## config.mk

```make
export PLATFORM = sky130hd
export DESIGN_NAME = instr_cache_fetch
export DESIGN_NICKNAME = d
export VERILOG_FILES = /design/src/rtl/instr_cache_fetch.sv
export SDC_FILE = /design/constraint.sdc
export NUM_CORES = 1
export LEC_CHECK = 0
export BUFFER_PORTS_ARGS = -buffer_cell sky130_fd_sc_hd__buf_2
export CAP_MARGIN = 0
export CORE_ASPECT_RATIO = 0.75
export CORE_MARGIN = 1.5
export CORE_UTILIZATION = 60
export DETAILED_ROUTE_END_ITERATION = 10
export PLACE_DENSITY = 0.78
export RECOVER_POWER = 25
export SKIP_LAST_GASP = 1
export SLEW_MARGIN = 5
export SYNTH_ARGS = -nofsm -noshare
export SYNTH_HDL_FRONTEND = slang
export SYNTH_SLANG_ARGS = --single-unit
export TNS_END_PERCENT = 50
```

## constraint.sdc

```tcl
create_clock -name CLK -period 16.35 [get_ports CLK]
set_input_delay 3.27 -clock CLK [delete_from_list [all_inputs] [get_ports CLK]]
set_output_delay 3.27 -clock CLK [all_outputs]
set_load 0.1 [all_outputs]
```

## src/rtl/instr_cache_fetch.sv

```systemverilog
// ---------------------------------------------------------------------------------------------
// instr_cache_fetch
//   Instruction-fetch stage: direct-mapped, read-only instruction cache in front of
//   instruction memory. Returns the 32-bit word at PC on a hit and refills a whole
//   128-bit block on a miss, stalling upstream with BUSYWAIT while the refill runs.
//
// Ports
//   CLK           clock, all state updates on posedge
//   RESET         synchronous, active-high reset
//   PC            fetch byte address
//   INSTRUCTION   registered fetched instruction word
//   BUSYWAIT      1 = fetch not ready, upstream must hold PC
//   mem_read      refill request to instruction memory
//   mem_address   block address {tag,index} of the refill
//   mem_readdata  refill block, word0 in [31:0] ... word3 in [127:96]
//   mem_busywait  1 = memory busy; data valid in the cycle it drops with mem_read=1
// ---------------------------------------------------------------------------------------------
module instr_cache_fetch #(
    parameter int unsigned INDEX_BITS = 3,
    parameter int unsigned TAG_BITS   = 3
) (
    input  logic                           CLK,
    input  logic                           RESET,
    input  logic [31:0]                    PC,
    output logic [31:0]                    INSTRUCTION,
    output logic                           BUSYWAIT,
    output logic                           mem_read,
    output logic [TAG_BITS+INDEX_BITS-1:0] mem_address,
    input  logic [127:0]                   mem_readdata,
    input  logic                           mem_busywait
);

    localparam int unsigned BLOCK_WORDS = 4;
    localparam int unsigned BLOCK_BITS  = 32 * BLOCK_WORDS;
    localparam int unsigned NUM_BLOCKS  = 1 << INDEX_BITS;
    localparam int unsigned ADDR_BITS   = TAG_BITS + INDEX_BITS;

    localparam logic [1:0] IDLE     = 2'd0;
    localparam logic [1:0] MEM_READ = 2'd1;
    localparam logic [1:0] UPDATE   = 2'd2;

    logic [1:0]            state_q, state_d;
    logic [ADDR_BITS-1:0]  addr_q, addr_d;
    logic [31:0]           instr_q, instr_d;
    logic [NUM_BLOCKS-1:0] valid_q, valid_d;
    logic [TAG_BITS-1:0]   tag_q  [NUM_BLOCKS];
    logic [TAG_BITS-1:0]   tag_d  [NUM_BLOCKS];
    logic [BLOCK_BITS-1:0] data_q [NUM_BLOCKS];
    logic [BLOCK_BITS-1:0] data_d [NUM_BLOCKS];

    logic [1:0]            word_sel;
    logic [INDEX_BITS-1:0] pc_index;
    logic [TAG_BITS-1:0]   pc_tag;
    logic [INDEX_BITS-1:0] fill_index;
    logic [TAG_BITS-1:0]   fill_tag;
    logic                  no_fetch;
    logic                  hit;

    assign word_sel   = PC[3:2];
    assign pc_index   = PC[INDEX_BITS+3:4];
    assign pc_tag     = PC[ADDR_BITS+3:INDEX_BITS+4];
    // The post-reset PC value (-4) is not a real fetch: no miss, output held.
    assign no_fetch   = (PC == 32'hFFFF_FFFC);
    assign hit        = valid_q[pc_index] && (tag_q[pc_index] == pc_tag);

    // Refill always targets the latched miss address, never the live PC.
    assign fill_index = addr_q[INDEX_BITS-1:0];
    assign fill_tag   = addr_q[ADDR_BITS-1:INDEX_BITS];

    always_comb begin
        state_d  = state_q;
        addr_d   = addr_q;
        instr_d  = instr_q;
        valid_d  = valid_q;
        tag_d    = tag_q;
        data_d   = data_q;
        BUSYWAIT = 1'b0;
        mem_read = 1'b0;

        case (state_q)
            IDLE: begin
                if (!no_fetch) begin
                    if (hit) begin
                        instr_d = data_q[pc_index][{word_sel, 5'b0} +: 32];
                    end else begin
                        BUSYWAIT = 1'b1;
                        addr_d   = {pc_tag, pc_index};
                        state_d  = MEM_READ;
                    end
                end
            end
            MEM_READ: begin
                mem_read = 1'b1;
                BUSYWAIT = 1'b1;
                if (!mem_busywait) begin
                    valid_d[fill_index] = 1'b1;
                    tag_d[fill_index]   = fill_tag;
                    data_d[fill_index]  = mem_readdata;
                    state_d             = UPDATE;
                end
            end
            UPDATE: begin
                BUSYWAIT = 1'b1;
                state_d  = IDLE;
            end
            default: begin
                state_d = IDLE;
            end
        endcase
    end

    // Arrays are only written outside reset, so a reset coinciding with the
    // memory handshake leaves the target block untouched and invalid.
    always_ff @(posedge CLK) begin
        if (RESET) begin
            state_q <= IDLE;
            addr_q  <= '0;
            instr_q <= '0;
            valid_q <= '0;
        end else begin
            state_q <= state_d;
            addr_q  <= addr_d;
            instr_q <= instr_d;
            valid_q <= valid_d;
            tag_q   <= tag_d;
            data_q  <= data_d;
        end
    end

    assign INSTRUCTION = instr_q;
    assign mem_address = addr_q;

endmodule

```

# Yosys cells after proc, flatten, opt, wreduce, memory -nomap -nowiden
# Index checks and enable logic that the tools add are counted.
[op_classes]
eq_ne = 7
n_lt_le_gt_ge = 6
reduce_logical = 10
mux = 24
shifts = 1
bitwise_logic = 7
[op_table]
columns = ["op", "count"]
rows = [
  ["$bwmux W1024", 1],
  ["$bmux W128 S3", 1],
  ["$demux W128 S3", 1],
  ["$mux W128", 3],
  ["$shiftx A128 B8 Y32", 1],
  ["$eq A32 B32 Y1 const B", 1],
  ["$bwmux W24", 1],
  ["$reduce_and A3 Y1", 4],
  ["$bmux W3 S3", 1],
  ["$demux W3 S3", 1],
  ["$mux W3", 3],
  ["$ge A4 B4 Y1 const B", 2],
  ["$lt A3 B4 Y1 const B", 2],
  ["$not A3 Y4", 2],
  ["$or A8 B8 Y8", 1],
  ["$mux W2", 3],
  ["$ne A2 B2 Y1 const B", 3],
  ["$mux W1", 5],
  ["$lt A4 B1 Y1 const B", 1],
  ["$not A1 Y1", 4],
  ["$pmux W2 S2", 1],
  ["$bmux W1 S3", 1],
  ["$demux W1 S3", 1],
  ["$eq A3 B3 Y1", 1],
  ["other kinds (8)", 10],
]
[word_totals]
in_bits = 163
reg_bits = 1096
out_inout_bits = 40

# Depth between registers and ports, before layout
[logic_depth]
word_depth = 9
mapped_depth = 10
mapped_depth_nobuf = 6

# Worst setup path after synthesis
# OpenSTA, ideal clock, no wires.
[synth_timing]
kind = "input -> register"
start = "input RESET"
end = "register data_q[768] in the netlist's numbering, enable pin"
setup_time_ns = 0.783
stages = 4
arrival_time_ns = 12.659
slack_ns = 2.909
cell_sequence = "clkbuf_1 > nor2_1 > nand3_1 > nor3_1"
[synth_via]
elab_chain_len = 2
[synth_lines]
columns = ["item", "line", "source"]
rows = [
  ["from (decl)", "23", "input logic RESET,"],
  ["$not A1 Y1 (no line)", "-", ""],
  ["$reduce_and A3 Y1 (no line)", "-", ""],
  ["to (signal assigned)", "126", "data_q <= data_d;"],
  ["to (decl)", "48", "logic [BLOCK_BITS-1:0] data_q [NUM_BLOCKS];"],
]
# Every way passes these cells.
# A chain may end at the register's enable or synchronous reset.

# Worst setup path after layout
[layout_timing]
start = "input PC[4]"
end = "output BUSYWAIT"
[layout_via]
elab_chain_len = 9
elab_cells_between_ends = 12
[layout_lines]
columns = ["item", "line", "source"]
rows = [
  ["from (decl)", "24", "input logic [31:0] PC,"],
  ["$not A3 Y4 (not written as such)", "64", "assign hit = valid_q[pc_index] && (tag_q[pc_index] == pc_tag);"],
  ["$bmux W3 S3", "64", ""],
  ["$mux W3 (not written as such) (2 in series)", "64", ""],
  ["$eq A3 B3 Y1", "64", ""],
  ["$logic_and A1 B1 Y1", "64", ""],
  ["$mux W1", "83", "if (hit) begin"],
  ["$mux W1 *", "82", "if (!no_fetch) begin"],
  ["$pmux W1 S2 *", "80", "case (state_q)"],
  ["to (decl)", "26", "output logic BUSYWAIT,"],
]
# Every way passes the cells marked *; elsewhere a longest branch is shown, timed or not. The select of a mux whose other input is x is not followed.

==> results.py <==
metrics = {
    "route": {
        "drt-total-wl_um": 84000,
        "drt_first_pass_iters": 5,
        "dr_total_vias": 18698,
        "routed_via_density": 6.42,
        "final_antenna_net_count": 0,
        "drc_errors": 0,
        "routedWlPerCell_um": 28.9,
        "drtIter0Drc": 2075,
    },
    "power": {
        "switching_share_pct": 20.3,
        "p_sw_w": 0.00115,
        "p_seq_share_pct": 55.1,
        "cellPowerDensity_mw_per_mm2": 121,
        "combPwrFrac_pct": 5.0,
        "irDropWorstVdd_v": 0.0000896,
        "power.share.clock_pct": 39.8,
        "leakage_nw": 14.8,
        "intPower_w": 0.00450,
    },
    "cells_and_area": {
        "fin_cells": 2911,
        "utilization_pct": 68.1,
        "final_design_area_no_fill_mm2": 0.0466,
        "fillers": 4044,
        "syn_to_final_growth_pct": 12.1,
        "drive_above_1_share_pct": 30.9,
        "nets": 2093,
    },
    "global_route": {
        "grt_antenna_before_repair": 18,
        "grt-ovfl-total": 0,
        "top_usage_layer": "met2",
        "track_usage_pct": 24.6,
        "use_met1_pct": 36.1,
        "grt_pass1_vias": 19660,
        "grt_pass1_wl_um": 127000,
        "grtUsageMet3_pct": 5.59,
        "grtUsageMet2_pct": 38.4,
        "grt_max_degree": 133,
    },
    "clock_network": {
        "cts_resized": 0,
        "cts_buffer_depth": 3,
        "path_clk_slew_ns": 0.06,
        "cts-root-buf": "clkbuf_16",
        "cts_tree": "built",
        "numClockSinks": 1096,
        "clkLatencyLatePin_ns": 0.66,
        "cts_hold_buf": 0,
        "cts_buffers": 99,
        "cts_setup_buffers": 0,
        "htree_levels": 3,
    },
    "timing": {
        "tightest_slew_ns": 1.10,
        "fmax_mhz": 110,
        "period_minus_slack_ns": 9.13,
        "finalSetupViolations": 0,
        "setup_tns_ns": 0,
        "post-route-period-util_pct": 55.9,
        "finalHoldViolCount": 0,
        "maxSlewHeadroom_pct": 26.8,
        "rsz0062_at_grt": "no",
        "drv_slew": 0,
        "whs_ns": 0.462,
        "finClkSkew_ns": 0.0149,
    },
    "setup_path": {
        "crit_family": "buffers and inverters",
        "path_buf_inv": 2,
        "worst-path-stages": 8,
        "worst_setup_path_start_kind": "primary input",
        "end_kind": "primary output",
        "path_class": "in -> out",
        "max_stage_delay_ns": 0.54,
        "worstPathCellList": "buf_8 -> mux2i_1 -> mux4_2 -> xor2_1 -> a41oi_4 -> nor2_1 -> nor2_1 -> buf_2",
        "worstPathRequired_ns": 13.08,
        "path_common_cell": "nor2_1",
        "path_max_fanout": 64,
        "reg2regPathDepth": 5,
        "crit_arrival_ns": 5.86,
        "cp_slowest_cell": "mux4_2",
    },
    "synth": {
        "yosys_register_bits": 1096,
        "synth_area_leaders": "edfxtp_1 (76%), mux4_2 (18%), dfxtp_1 (2.3%)",
        "synth_top_area_share_pct": 75.7,
        "async_reset_ff_share_pct": 0,
        "synth.distinct_cells": 35,
        "yosysMostFrequentCell": "edfxtp_1",
        "yosysWarnings": 0,
        "yosysSeqAreaShare_pct": 78.1,
        "synth_cells": 1691,
        "netlist_area_mm2": 0.0415,
        "yosysTopAreaCell": "edfxtp_1",
        "yosys_most_used_dff": "edfxtp_1",
        "avgSynthCellArea_um2": 24.6,
        "syn-num-nets": 1857,
        "synth_edf_count": 1048,
        "synth_common_cells": "edfxtp_1 (1048), mux4_2 (325), mux2i_1 (50)",
    },
    "die": {
        "io_pins": 203,
        "fp.dieW_um": 307,
        "fp-row-count": 83,
        "core-area_mm2": 0.0684,
        "chipHeight_um": 231,
        "initial_core_util_pct": 60.7,
        "die_area_mm2": 0.0708,
    },
    "min_path": {
        "holdPathStages": 1,
        "hp-class": "reg -> reg",
    },
    "place": {
        "portBuffers": 202,
        "place_hpwl_um": 41600,
        "gp_congestion": 0.752,
        "dpl-instance-area_mm2": 0.0435,
        "dp_cells": 2718,
    },
    "status": {
        "status": "completed",
    },
    "run": {
        "max_cap_viol_count": 0,
    },
}
logic make-up (layout without fill, tap and decap cells):
family / after synthesis / after routing / synth area share, %
muxes: 376 / 376 / 18.8
DFF: 1096 / 1096 / 78.1
AOI/OAI and AO/OA: 46 / 46 / 0.867
buffers and inverters: 94 / 413 / 1.26
other: 0 / 9 / 0
xor gates and xnor gates: 3 / 3 / 0.0633
and+or+nand+nor: 73 / 73 / 0.816
adders and majority gates: 3 / 3 / 0.0904
per-stage QoR:
step | total power, W | setup slack (ns)
2_1_floorplan | 0.00337 | 2.91
3_3_place_gp | 0.00345 | 7.28
3_5_place_dp | 0.00346 | 7.24
4_1_cts | 0.00568 | 7.21
5_1_grt | 0.00581 | 6.99
6_report | 0.00564 | 7.22
final timing paths:
path                                              start                       to  slack [ns]
worst min-delay path            valid_q[5]$_SDFFE_PP0P_  valid_q[5]$_SDFFE_PP0P_        0.46
worst max-delay path                              PC[4]                 BUSYWAIT        7.22
worst max register to register  state_q[0]$_SDFFE_PP0P_    data_q[240]$_DFFE_PP_       12.19
worst min register to register  valid_q[5]$_SDFFE_PP0P_  valid_q[5]$_SDFFE_PP0P_        0.46
per-layer routing:
layer | vias up | wire [µm]
met5 | - | 135
met2 | 770 | 41100
met1 | 9975 | 34100
li1 | 7817 | -
met4 | 20 | 1500
met3 | 116 | 7140
final cells by class:
cell class	count	area [µm²]	area share [%]
clock buffer	142	2830	6.07
inverter	4	15.0	0.0322
clock inverter	42	327	0.701
tap	892	1120	2.40
sequential	1096	32400	69.6
timing repair buffer	225	1190	2.55
multi-input combinational	501	8650	18.6
antenna	9	22.5	0.0484
layout by cell type (no fill, tap or decap), drive strengths merged, types with 2 or more instances in the layout:
master,instances
a21o,8
nand4,8
clkinvlp,3
inv,6
clkbuf,219
nor2,49
diode,9
ha,3
xor2,3
nor3,3
dfxtp,48
a211oi,32
mux2i,50
bufinv,5
edfxtp,1048
or4,2
nand2b,2
clkinv,32
mux4,325
buf,148
nand2,2
sequential cells by signal, indices dropped and copies added (netlist names):
name,cells
mem_address,6
INSTRUCTION,32
data_q,1024
state_q,2
valid_q,8
tag_q,24
power groups by stage:
stage	Clock (W)	Combinational [W]	Sequential [W]
after floorplan	0	0.000175	0.00319
after global placement	0	0.000278	0.00317
after detailed placement	0	0.000288	0.00317
after CTS	0.00228	0.000290	0.00311
after global routing	0.00239	0.000304	0.00311
final	0.00225	0.000284	0.00311
worst reg2reg max path: stages (launching register included):
cell and delay (ns):
dfxtp_1 0.40, ha_1 0.32, nand3b_1 0.33, nor2_4 0.88, buf_4 0.83, buf_4 0.98
(Power assumes the default switching activity.)
